--- config.mk ---
export PLATFORM = sky130hd
export DESIGN_NAME = mem_port_arbiter_flat
export DESIGN_NICKNAME = d
export VERILOG_FILES = /design/src/rtl/mem_arb_pkg.sv /design/src/rtl/mem_port_arbiter_if.sv /design/src/rtl/mem_arb_rr.sv /design/src/rtl/mem_port_arbiter.sv /design/src/flat_wrapper.sv
export SDC_FILE = /design/constraint.sdc
export NUM_CORES = 1
export LEC_CHECK = 0
export BUFFER_PORTS_ARGS = -buffer_cell sky130_fd_sc_hd__buf_2
export CAP_MARGIN = 20
export CORE_MARGIN = 2
export CORE_UTILIZATION = 40
export DETAILED_ROUTE_END_ITERATION = 8
export GPL_TIMING_DRIVEN = 0
export PLACE_DENSITY = 0.75
export SETUP_SLACK_MARGIN = 0.5
export SLEW_MARGIN = 40
export SYNTH_ARGS = -nofsm -noshare
export SYNTH_HDL_FRONTEND = slang
export SYNTH_SLANG_ARGS = --single-unit
--- constraint.sdc ---
create_clock -name CLK -period 1.64 [get_ports CLK]
set_input_delay 0.328 -clock CLK [delete_from_list [all_inputs] [get_ports CLK]]
set_output_delay 0.328 -clock CLK [all_outputs]
set_load 0.01 [all_outputs]
--- src/rtl/mem_arb_pkg.sv ---
// mem_arb_pkg: shared definitions for the memory-port arbiter.
//   - arb_state_e : transaction FSM states (IDLE, ISSUE, WAIT, DONE)
//   - REQ_CACHE / REQ_FETCH : requester index constants into Req/Gnt/Done
//   - DEF_AW / DEF_DW : default address and data widths
package mem_arb_pkg;

  localparam int DEF_AW = 16;
  localparam int DEF_DW = 32;

  localparam int REQ_CACHE = 0;
  localparam int REQ_FETCH = 1;

  typedef enum logic [1:0] {
    IDLE  = 2'd0,
    ISSUE = 2'd1,
    WAIT  = 2'd2,
    DONE  = 2'd3
  } arb_state_e;

endpackage : mem_arb_pkg

--- src/rtl/mem_port_arbiter_if.sv ---
// mem_port_arbiter_if: bus between the two requesters / memory and the arbiter.
//   Requester side : Req[1:0], Lectura_Escritura[1:0] (1=read, 0=write),
//                    Addr0/Addr1 [AW], WData0/WData1 [DW]
//   Memory side    : PNDNG (1 = transaction finished)
//   Arbiter drives : Gnt[1:0], Done[1:0], Mem_Eneable, Mem_R_W,
//                    Mem_Addr [AW], Mem_WData [DW], Timeout
// Modports: master = environment (requesters + memory), slave = arbiter.
interface mem_port_arbiter_if
  import mem_arb_pkg::*;
#(
  parameter int AW = DEF_AW,
  parameter int DW = DEF_DW
);

  logic [1:0]    Req;
  logic [1:0]    Lectura_Escritura;
  logic [AW-1:0] Addr0;
  logic [AW-1:0] Addr1;
  logic [DW-1:0] WData0;
  logic [DW-1:0] WData1;
  logic          PNDNG;

  logic [1:0]    Gnt;
  logic [1:0]    Done;
  logic          Mem_Eneable;
  logic          Mem_R_W;
  logic [AW-1:0] Mem_Addr;
  logic [DW-1:0] Mem_WData;
  logic          Timeout;

  modport master (
    output Req, Lectura_Escritura, Addr0, Addr1, WData0, WData1, PNDNG,
    input  Gnt, Done, Mem_Eneable, Mem_R_W, Mem_Addr, Mem_WData, Timeout
  );

  modport slave (
    input  Req, Lectura_Escritura, Addr0, Addr1, WData0, WData1, PNDNG,
    output Gnt, Done, Mem_Eneable, Mem_R_W, Mem_Addr, Mem_WData, Timeout
  );

endinterface : mem_port_arbiter_if

--- src/rtl/mem_arb_rr.sv ---
// mem_arb_rr: combinational two-way round-robin winner selector.
//   req    [1:0] : per-requester request
//   ptr          : index of the requester served last (it loses a tie)
//   winner [1:0] : one-hot winner, 00 when nobody requests
module mem_arb_rr
  import mem_arb_pkg::*;
(
  input  logic [1:0] req,
  input  logic       ptr,
  output logic [1:0] winner
);

  always_comb begin
    // NOTE: every always_comb output gets a default first, so no path can
    // leave it unassigned and infer a latch.
    winner = 2'b00;
    unique case (req)
      2'b01:   winner = 2'b01;
      2'b10:   winner = 2'b10;
      2'b11:   winner = (ptr == 1'(REQ_FETCH)) ? 2'b01 : 2'b10;
      default: winner = 2'b00;
    endcase
  end

endmodule : mem_arb_rr

--- src/rtl/mem_port_arbiter.sv ---
// mem_port_arbiter: shares one memory port between the cache controller
// (requester 0) and the fetch unit (requester 1).
//   CLK, RST : clock and synchronous active-high reset
//   bus      : mem_port_arbiter_if.slave (requests in, grant/memory strobes out)
// Each transaction runs IDLE -> ISSUE (1-cycle address setup) -> WAIT (strobe
// high until PNDNG) -> DONE (1-cycle Done pulse) -> IDLE. Request fields are
// latched on leaving IDLE, so later Req changes do not disturb a transaction.
// Optional watchdog: define MEM_ARB_TIMEOUT_EN to abort WAIT after
// TIMEOUT_CYCLES cycles, flagging Timeout during the resulting DONE cycle.
module mem_port_arbiter
  import mem_arb_pkg::*;
#(
  parameter int AW             = DEF_AW,
  parameter int DW             = DEF_DW,
  parameter int TIMEOUT_CYCLES = 255
) (
  input logic               CLK,
  input logic               RST,
  mem_port_arbiter_if.slave bus
);

  if (TIMEOUT_CYCLES < 1) begin : g_bad_timeout
    $error("mem_port_arbiter: TIMEOUT_CYCLES must be at least 1");
  end

  arb_state_e    state_q, state_d;
  logic [1:0]    winner;
  logic [1:0]    served_q;   // one-hot requester owning the current transaction
  logic          ptr_q;      // index of the last requester to complete
  logic          rw_q;
  logic [AW-1:0] addr_q;
  logic [DW-1:0] wdata_q;
  logic          timeout_hit;

  mem_arb_rr u_rr (
    .req    (bus.Req),
    .ptr    (ptr_q),
    .winner (winner)
  );

  always_comb begin
    state_d = state_q;
    unique case (state_q)
      IDLE:    if (winner != 2'b00) state_d = ISSUE;
      ISSUE:   state_d = WAIT;
      WAIT:    if (bus.PNDNG || timeout_hit) state_d = DONE;
      DONE:    state_d = IDLE;
      default: state_d = IDLE;
    endcase
  end

  always_ff @(posedge CLK) begin
    // NOTE: registers are written with <= so every flop samples pre-edge values.
    if (RST) begin
      state_q  <= IDLE;
      served_q <= 2'b00;
      ptr_q    <= 1'(REQ_FETCH);  // fetch "served last" -> cache has priority
      rw_q     <= 1'b1;
      addr_q   <= '0;
      wdata_q  <= '0;
    end else begin
      state_q <= state_d;
      if (state_q == IDLE && winner != 2'b00) begin
        served_q <= winner;
        if (winner[REQ_FETCH]) begin
          rw_q    <= bus.Lectura_Escritura[REQ_FETCH];
          addr_q  <= bus.Addr1;
          wdata_q <= bus.WData1;
        end else begin
          rw_q    <= bus.Lectura_Escritura[REQ_CACHE];
          addr_q  <= bus.Addr0;
          wdata_q <= bus.WData0;
        end
      end
      if (state_q == DONE) ptr_q <= served_q[REQ_FETCH];
    end
  end

`ifdef MEM_ARB_TIMEOUT_EN
  localparam int CW = $clog2(TIMEOUT_CYCLES + 1);

  logic [CW-1:0] wdog_q;     // WAIT cycles already elapsed in this transaction
  logic          timeout_q;

  // Fires in the last allowed WAIT cycle if memory still has not answered.
  assign timeout_hit = (state_q == WAIT) && !bus.PNDNG &&
                       (wdog_q == CW'(TIMEOUT_CYCLES - 1));

  always_ff @(posedge CLK) begin
    if (RST) begin
      wdog_q    <= '0;
      timeout_q <= 1'b0;
    end else begin
      wdog_q    <= (state_q == WAIT) ? wdog_q + 1'b1 : '0;
      timeout_q <= timeout_hit;  // high exactly for the DONE cycle it caused
    end
  end

  assign bus.Timeout = timeout_q;
`else
  assign timeout_hit = 1'b0;
  assign bus.Timeout = 1'b0;
`endif

  // Grant/strobe/pulse outputs decode from state and the latched owner only.
  assign bus.Gnt         = (state_q == ISSUE || state_q == WAIT) ? served_q : 2'b00;
  assign bus.Done        = (state_q == DONE) ? served_q : 2'b00;
  assign bus.Mem_Eneable = (state_q == WAIT);
  assign bus.Mem_R_W     = rw_q;
  assign bus.Mem_Addr    = addr_q;
  assign bus.Mem_WData   = wdata_q;

endmodule : mem_port_arbiter

--- src/flat_wrapper.sv ---
// flat-port wrapper written by rule: the top's interface ports become plain ports
module mem_port_arbiter_flat import mem_arb_pkg::*;
#(
  parameter int AW             = DEF_AW,
  parameter int DW             = DEF_DW,
  parameter int TIMEOUT_CYCLES = 255
)
  (CLK, RST, bus_Req, bus_Lectura_Escritura, bus_Addr0, bus_Addr1, bus_WData0, bus_WData1, bus_PNDNG, bus_Gnt, bus_Done, bus_Mem_Eneable, bus_Mem_R_W, bus_Mem_Addr, bus_Mem_WData, bus_Timeout);
  mem_port_arbiter_if #(.AW(AW), .DW(DW)) bus_i ();
  input logic CLK;
  input logic RST;
  input wire logic [$bits(bus_i.Req)-1:0] bus_Req;
  input wire logic [$bits(bus_i.Lectura_Escritura)-1:0] bus_Lectura_Escritura;
  input wire logic [$bits(bus_i.Addr0)-1:0] bus_Addr0;
  input wire logic [$bits(bus_i.Addr1)-1:0] bus_Addr1;
  input wire logic [$bits(bus_i.WData0)-1:0] bus_WData0;
  input wire logic [$bits(bus_i.WData1)-1:0] bus_WData1;
  input wire logic [$bits(bus_i.PNDNG)-1:0] bus_PNDNG;
  output wire logic [$bits(bus_i.Gnt)-1:0] bus_Gnt;
  output wire logic [$bits(bus_i.Done)-1:0] bus_Done;
  output wire logic [$bits(bus_i.Mem_Eneable)-1:0] bus_Mem_Eneable;
  output wire logic [$bits(bus_i.Mem_R_W)-1:0] bus_Mem_R_W;
  output wire logic [$bits(bus_i.Mem_Addr)-1:0] bus_Mem_Addr;
  output wire logic [$bits(bus_i.Mem_WData)-1:0] bus_Mem_WData;
  output wire logic [$bits(bus_i.Timeout)-1:0] bus_Timeout;
  assign bus_i.Req = bus_Req;
  assign bus_i.Lectura_Escritura = bus_Lectura_Escritura;
  assign bus_i.Addr0 = bus_Addr0;
  assign bus_i.Addr1 = bus_Addr1;
  assign bus_i.WData0 = bus_WData0;
  assign bus_i.WData1 = bus_WData1;
  assign bus_i.PNDNG = bus_PNDNG;
  assign bus_Gnt = bus_i.Gnt;
  assign bus_Done = bus_i.Done;
  assign bus_Mem_Eneable = bus_i.Mem_Eneable;
  assign bus_Mem_R_W = bus_i.Mem_R_W;
  assign bus_Mem_Addr = bus_i.Mem_Addr;
  assign bus_Mem_WData = bus_i.Mem_WData;
  assign bus_Timeout = bus_i.Timeout;
  mem_port_arbiter #(.AW(AW), .DW(DW), .TIMEOUT_CYCLES(TIMEOUT_CYCLES)) u_core (.CLK(CLK), .RST(RST), .bus(bus_i));
endmodule
## Word level (Yosys, flattened, before mapping)

Index checks and enable logic that the tools add are counted.

| storage, ports and cells | value |
|---|---|
| logic and storage cells | 29 |
| flip-flop bits (word level) | 54 |
| output and inout port bits | 55 |
| bits of input ports | 103 |

| cells by class | value |
|---|---|
| multiplexer cells | 10 |
| eq/ne operators | 8 |
| reduce and logical (&&, ||, !) cells | 5 |

Operators by type and width:

| kind | count |
|---|---|
| $mux 32 | 1 |
| $mux 16 | 1 |
| $mux 2 | 5 |
| $eq 2x2->1 const B | 4 |
| $pmux 2 s4 | 1 |
| $pmux 2 s3 | 1 |
| $eq 2x1->1 const B | 2 |
| $logic_not 2->1 | 1 |
| $ne 2x1->1 const B | 1 |
| $ne 2x2->1 const B | 1 |
| $reduce_and 2->1 | 1 |
| $reduce_bool 2->1 | 1 |
| $logic_and 1x1->1 | 1 |
| $logic_or 1x1->1 | 1 |
| $mux 1 | 1 |

## Depth between registers and ports, before layout

Gate-level depths: netlist of run 1.

| depth | value |
|---|---|
| depth after elaboration | 5 |
| gate-level depth with buffers | 7 |
| depth with buffers taken out | 5 |

## Modules after synthesis

A second synthesis of run 1 with hierarchy kept.

| unflattened totals | value |
|---|---|
| cells, all modules | 257 |
| area, all modules | 2,641.3 um^2 |

By module, submodules not included:

| module | cells each | instances | area an instance (um^2) | sequential area each (um^2) |
|---|---|---|---|---|
| mem_port_arbiter | 254 | 1 | 2,622.5 | 1,081.0 |
| mem_arb_rr | 3 | 1 | 18.8 | 0.0 |

## Worst setup path before layout of run 1

OpenSTA, ideal clock, no wires.

| timing | value |
|---|---|
| path type | flip-flop to flip-flop |
| from | register u_core.state_q[0] |
| to | register u_core.addr_q[10] (netlist: u_core.bus.Mem_Addr[10]) |
| path slack | 182 ps |
| path buffers | 3 |
| data arrival time | 1,369 ps |
| cell stages (with the launch flop) | 8 |
| data required time | 1,551 ps |
| clock period less this slack | 1,458 ps |
| library setup time | 89 ps |
| path through | dfxtp_1 > inv_1 > ha_1 > o21a_1 > buf_4 > buf_6 > buf_4 > a311oi_2 |

| between the ends | value |
|---|---|
| longest elaborated chain between the ends | 2 |

Ends and longest elaborated chain:

| what | RTL line | source |
|---|---|---|
| start, declared | mem_port_arbiter.sv:26 | `arb_state_e state_q, state_d;` |
| start signal, assigned | mem_port_arbiter.sv:62 | `state_q <= state_d;` |
| $logic_not 2->1 | mem_port_arbiter.sv:63 | `if (state_q == IDLE && winner != 2'b00) begin` |
| $logic_and 1x1->1 | mem_port_arbiter.sv:63 |  |
| end signal, assigned | mem_port_arbiter.sv:67 | `addr_q <= bus.Addr1;` |
| end signal, assigned | mem_port_arbiter.sv:71 | `addr_q <= bus.Addr0;` |
| end, declared | mem_port_arbiter.sv:31 | `logic [AW-1:0] addr_q;` |

Every way passes these cells.
A chain may end at the register's enable or synchronous reset.

## Worst setup path in the final report of run 1

| timing | value |
|---|---|
| from | register u_core.state_q[0] |
| to | output port bus_Gnt[1] |

| between the ends | value |
|---|---|
| longest elaborated chain between the ends | 3 |
| elaborated cells on any way between the ends | 4 |
| classes of those cells | 2 x eq/ne; 1 x mux; 1 x reduce/logical |

Ends and longest elaborated chain:

| what | RTL line | source |
|---|---|---|
| $eq 2x1->1 / $eq 2x2->1 (equally long branches) | mem_port_arbiter.sv:106 | `assign bus.Gnt = (state_q == ISSUE \|\| state_q == WAIT) ? served_q : 2'b00;` |
| $logic_or 1x1->1 (*) | mem_port_arbiter.sv:106 |  |
| $mux 2 (*) | mem_port_arbiter.sv:106 |  |
| end, declared | flat_wrapper.sv:19 | `output wire logic [$bits(bus_i.Gnt)-1:0] bus_Gnt;` |

Mark *: on every way between the ends. The rest lies on a longest branch, timed or not.

==> impl_metrics.ini, run 1 <==
[outcome]
status = completed

[global_route]
grt_pass1_vias = 2868
grt_max_degree = 15
antenna_found_initial = 0
grt_overflow_total = 0
grt_pass1_wl_um = 13400
track_usage_pct = 22.7

[clocking]
ctsLongestPathBuffers = 2
ctsHtreeMaxLevel = 2
ctsHoldBuffers = 0
path_clk_slew_ns = 0.09
cts_buffers = 5
clock-sinks = 54
cts_tree = built
clk-insertion-delay-late_ns = 0.30
cts-root-buf = clkbuf_8

[placement]
port_buffers = 156
dpl.hpwl_um = 5750
place_congestion = 0.824

[synthesis]
syn_area_mm2 = 0.00263
ys_seq_elements = 54
yosys.area.top_type_share_pct = 41.1
yosysSeqAreaShare_pct = 41.1
synth_ff_type = dfxtp_1
synth.net_count = 416
avgSynthCellArea_um2 = 8.48
yosys_warnings = 0
ys_top_cells_by_area = dfxtp_1, a311oi_2, nand2_1, nor2_1, a311oi_1
syn_inst = 310
synth_top_cell_by_area = dfxtp_1
async_reset_ff_share_pct = 0
synth-edff-count = 0
ys_types = 26

[routing]
dr.pass1.iters = 4
viasPerCell = 5.07
wl_per_cell_um = 14.3
wl_um = 8320
ant_nets = 0
first_iter_violations = 67
drc = 0
via_count = 2952

[die]
fp.dieArea_mm2 = 0.00723
die_y_um = 85.1
core_mm2 = 0.00635
start_util_pct = 41.4
die_w_um = 85.1
ios = 158
num_rows = 29

[sta]
period_share_pct = 94.9
rsz0062_at_grt = true
worst_pin_slew_ns = 0.751
fin_skew_ns = 0.00872
setup_violations = 0
maxSlewHeadroom_pct = 49.9
maxSlewViolCount = 0
max_freq_ghz = 0.642
final_hold_viol_count = 0
layout_min_cycle_time_ns = 1.56
setup_tns_ns = 0

[worst_setup_path]
crit_path_start = u_core.state_q[0]$_SDFFE_PP0P_
cp_max_fo = 3
crit_type = flip-flop to primary output
cp.arrival_ns = 1.23
required_ns = 1.31
rr_startpoint = u_core.state_q[0]$_SDFFE_PP0P_
startpoint_type = flip-flop
cp-end-kind = primary output

[power_and_ir_drop]
leakagePower_uw = 0.00207
ir_drop_v = 0.000783
power_density_mw_per_mm2 = 1640

[worst_hold_path]
worstHoldStart = bus_Lectura_Escritura[0]
hold_class = input port to flip-flop

[run]
maxCapViolations = 0

[finish]
finish.utilization_pct = 69.5
num_antenna_cells = 0
fin_nets = 612
area.growth.synth_to_final_pct = 67.9
layout-drive-gt1-share_pct = 66.3
nFillCells = 537
[layer usage]
| metal | part of all wire (%) | global-route usage (%) | routed length (µm) |
|---|---|---|---|
| met2 | 50 | 39.1 | 4170 |
| met1 | 43 | 29.4 | 3570 |
| met5 | 0 | 0 | 0 |
| met3 | 6.0 | 4.28 | 496 |
| met4 | 1.0 | 5.63 | 85 |
[power by group]
part           internal, µW  switching, µW
clock                   327            412
sequential             1910            327
combinational          2310           1940
[cells in the final DEF (no fill, tap or decap), types with 2 or more instances in the layout]
cell type	synthesis	layout
inv_1	4	2
nand2b_1	2	2
buf_2	13	159
clkbuf_8	0	6
buf_4	8	20
buf_16	0	5
nor2_2	0	19
and2_1	4	2
o21a_1	2	2
a311oi_1	18	11
ha_1	3	2
dfxtp_2	0	36
inv_2	0	2
dfxtp_4	0	2
dfxtp_1	54	16
buf_8	0	7
nand2_1	99	98
a311oi_2	30	37
buf_12	0	7
nor2_4	0	9
clkbuf_1	4	4
and2_4	0	2
nor2_1	53	25
buf_6	2	13
[state kept, by name, summed over array words and instances, names as in the netlist]
name                  flops
u_core.bus.Mem_Addr      16
u_core.bus.Mem_R_W        1
u_core.bus.Mem_WData     32
u_core.ptr_q              1
u_core.served_q           2
u_core.state_q            2
[synthesized netlist by cell type (2+ instances only)]
cell type and instances:
ha_1 3, a311oi_2 30, nor2_1 53, buf_4 8, buf_2 13, inv_1 4, nand2b_1 2, buf_6 2
nor2b_1 2, nand2_1 99, clkbuf_1 4, a21oi_1 2, o21a_1 2, and2_1 4, a311oi_1 18, dfxtp_1 54
[critical path, cell delays in order, from the launching register on]
cell	delay, ns
dfxtp_2	0.37
inv_2	0.06
ha_4	0.27
and2_4	0.14
buf_6	0.09
[worst paths after layout]
path                                           endpoint  slack [ns]  cells after the start
setup / recovery                             bus_Gnt[1]        0.08                      4
hold / removal          u_core.bus.Mem_R_W$_SDFFE_PP1P_        0.24                      3
setup reg to reg    u_core.bus.Mem_Addr[0]$_SDFFE_PP0P_        0.13                      8
hold reg to reg   u_core.bus.Mem_WData[25]$_SDFFE_PP0P_        0.49                      2
[metrics by stage]
stage                     hold WS, ns  total power [µW]  std cells  setup WS (ns)  cell area [µm²]
after CTS                       0.246              6710        565         0.0924             4140
after global placement          0.471              4780        543          0.131             3550
after detailed placement        0.479              4850        543         0.0820             3550
after global routing            0.256              7670        582         0.0380             4410
final                           0.243              7230        582         0.0834             4410
after floorplan                 0.461              3890        310          0.346             2680
[logic make-up after synthesis]
logic type               synth area share, %
AND/OR/NAND/NOR                         23.8
AO/OA/AOI/OAI                           26.2
flip-flops                              41.1
buffers and inverters                   6.90
adder cells (fa/ha/maj)                 1.43
multiplexers                           0.381
other                                  0.143
[repair_timing]
item | 4_1_cts | 5_1_grt
buffers inserted | 9 | 17
cloned | 7 | 0
gates resized for setup | 74 | 61
endpoints found under the setup margin | 57 | 93
pin swaps | 37 | 7
[cell type report]
type | count | area (µm²) | share of cell area, %
Inverter | 4 | 15.0 | 0.340
Multi-Input combinational cell | 224 | 1580 | 35.8
Clock buffer | 6 | 82.6 | 1.87
Tap cell | 77 | 96.3 | 2.18
Sequential cell | 54 | 1130 | 25.7
Buffer | 28 | 267 | 6.04
Timing Repair Buffer | 189 | 1240 | 28.0
No activity file was read; power rests on OpenSTA's default activity.
==> run 2: changes to the inputs <==
BUFFER_PORTS_ARGS = -buffer_cell sky130_fd_sc_hd__buf_4   (was -buffer_cell sky130_fd_sc_hd__buf_2)
CELL_PAD_IN_SITES_DETAIL_PLACEMENT = 1   (was unset)
CELL_PAD_IN_SITES_GLOBAL_PLACEMENT = 1   (was unset)
CORE_UTILIZATION = 30   (was 40)
PLACE_DENSITY = unset   (was 0.75)
PLACE_DENSITY_LB_ADDON = 0.1   (was unset)
==> run 2 against run 1 <==
Effect of this change:
- routed wire length is 20% higher
- critical path depth stayed put
- fmax is 0.56% higher
- combinational power is 12% higher
- final cell count is 4.6% higher
- sequential power hardly changed
- hold slack better by 0.013 ns
- flip-flop and latch count stayed put
- non-clock buffer count is 6 lower
- register-to-register slack worse by 0.02 ns
- largest power group unchanged
- highest routed layer unchanged
==> impl_metrics.ini, run 2 (synthesis results as in run 1) <==
[die]
fp.dieArea_mm2 = 0.00952
start_util_pct = 30.6
die_y_um = 97.6
ios = 158
die_w_um = 97.6
core_mm2 = 0.00859
num_rows = 34

[clocking]
cts_tree = built
path_clk_slew_ns = 0.10
ctsLongestPathBuffers = 2
clock-sinks = 54
cts-root-buf = clkbuf_8
clk-insertion-delay-late_ns = 0.31
ctsHtreeMaxLevel = 2
cts_buffers = 5

[finish]
nFillCells = 993
area.growth.synth_to_final_pct = 87.7
final_common_cell = buf_4
largest_register_ffs = 32
layout-drive-gt1-share_pct = 66.7
num_antenna_cells = 0
final_cell_mix = buf_4, nand2_1, a311oi_2
fin_nets = 606
final_cell_area_mm2 = 0.00493

[placement]
port_buffers = 156
dp_worst_setup_slack_ns = 0.122
dpl.hpwl_um = 6890
dpl-instance-area_mm2 = 0.00398
place_congestion = 0.741

[global_route]
grt_pass1_vias = 3042
grt_max_degree = 16
antenna_found_initial = 0
grt_pass1_wl_um = 15400
track_usage_pct = 19.8
grt_overflow_total = 0

[sta]
period_share_pct = 94.4
max_freq_ghz = 0.646
fin_skew_ns = 0.00394
setup_violations = 0
worst_pin_slew_ns = 0.776
final_hold_viol_count = 0
rsz0062_at_grt = true
worst_slack_ns = 0.0920
maxSlewViolCount = 0
setup_tns_ns = 0
layout_min_cycle_time_ns = 1.55
maxSlewHeadroom_pct = 48.3

[worst_setup_path]
rr_startpoint = u_core.state_q[1]$_SDFFE_PP0P_
cp.arrival_ns = 1.22
required_ns = 1.31
crit_path_start = u_core.state_q[1]$_SDFFE_PP0P_
crit_type = flip-flop to primary output
cp_max_fo = 4
startpoint_type = flip-flop
cp-end-kind = primary output

[routing]
drc = 0
first_iter_violations = 59
dr.pass1.iters = 4
ant_nets = 0
wl_per_cell_um = 16.3
via_count = 2977
wl_um = 9950
viasPerCell = 4.89

[worst_hold_path]
worstHoldStart = bus_Lectura_Escritura[0]
hold_class = input port to flip-flop

[power_and_ir_drop]
leakagePower_uw = 0.00219
ir_drop_v = 0.000692
power_density_mw_per_mm2 = 1600

[run]
maxCapViolations = 0

[outcome]
status = completed
==> run 2: report_power, final <==
group | switching (µW) | internal [µW] | leakage, µW
Clock | 451 | 428 | 0.0000575
Sequential | 355 | 1920 | 0.000459
Combinational | 2050 | 2710 | 0.00167
==> run 2: area by class of cell <==
| class | instances | area [µm²] | area share, % |
|---|---|---|---|
| clock buffer | 8 | 110 | 2.23 |
| inverter | 4 | 17.5 | 0.355 |
| sequential | 54 | 1140 | 23.1 |
| buffer | 28 | 284 | 5.76 |
| timing repair buffer | 183 | 1620 | 32.8 |
| tap | 108 | 135 | 2.74 |
| multi-input combinational | 224 | 1630 | 33.1 |
==> run 2: repair_timing <==
action | in CTS | in global routing
endpoints found under the setup margin | 57 | 92
gates resized for setup | 77 | 75
pin swaps | 37 | 12
buffers inserted | 8 | 12
hold buffers | 0 | 0
cloned | 7 | 0
==> run 2: final timing paths <==
path	end	slack (ns)	cells past startpoint
min	u_core.bus.Mem_R_W$_SDFFE_PP1P_	0.26	3
min reg2reg	u_core.bus.Mem_WData[27]$_SDFFE_PP0P_	0.49	2
max	bus_Gnt[1]	0.09	4
max reg2reg	u_core.bus.Mem_WData[0]$_SDFFE_PP0P_	0.11	9
==> run 2: critical path, cell delays in order, from the launching register on <==
cell and delay (ns):
dfxtp_4 0.39, inv_4 0.04, ha_4 0.26, and2_4 0.13
buf_6 0.09
==> run 2: per-stage QoR <==
step / util (%) / hold slack (ns) / power [µW] / std cells
2_1_floorplan: - / 0.461 / 3890 / 310
3_3_place_gp: 46.3 / 0.479 / 5190 / 574
3_5_place_dp: 46.3 / 0.481 / 5270 / 574
4_1_cts: 53.8 / 0.261 / 7370 / 597
5_1_grt: 57.4 / 0.251 / 8380 / 609
6_report: 57.4 / 0.256 / 7910 / 609
==> run 2: routing by layer <==
layer	up-vias	part of all wire (%)	GRT usage, %	routed length [µm]
met4	0	0.85	3.53	85
met1	1438	40	23.6	3970
met2	81	54	37.1	5410
met3	9	4.9	3.38	489
met5	-	0	0	0
li1	1449	-	-	-
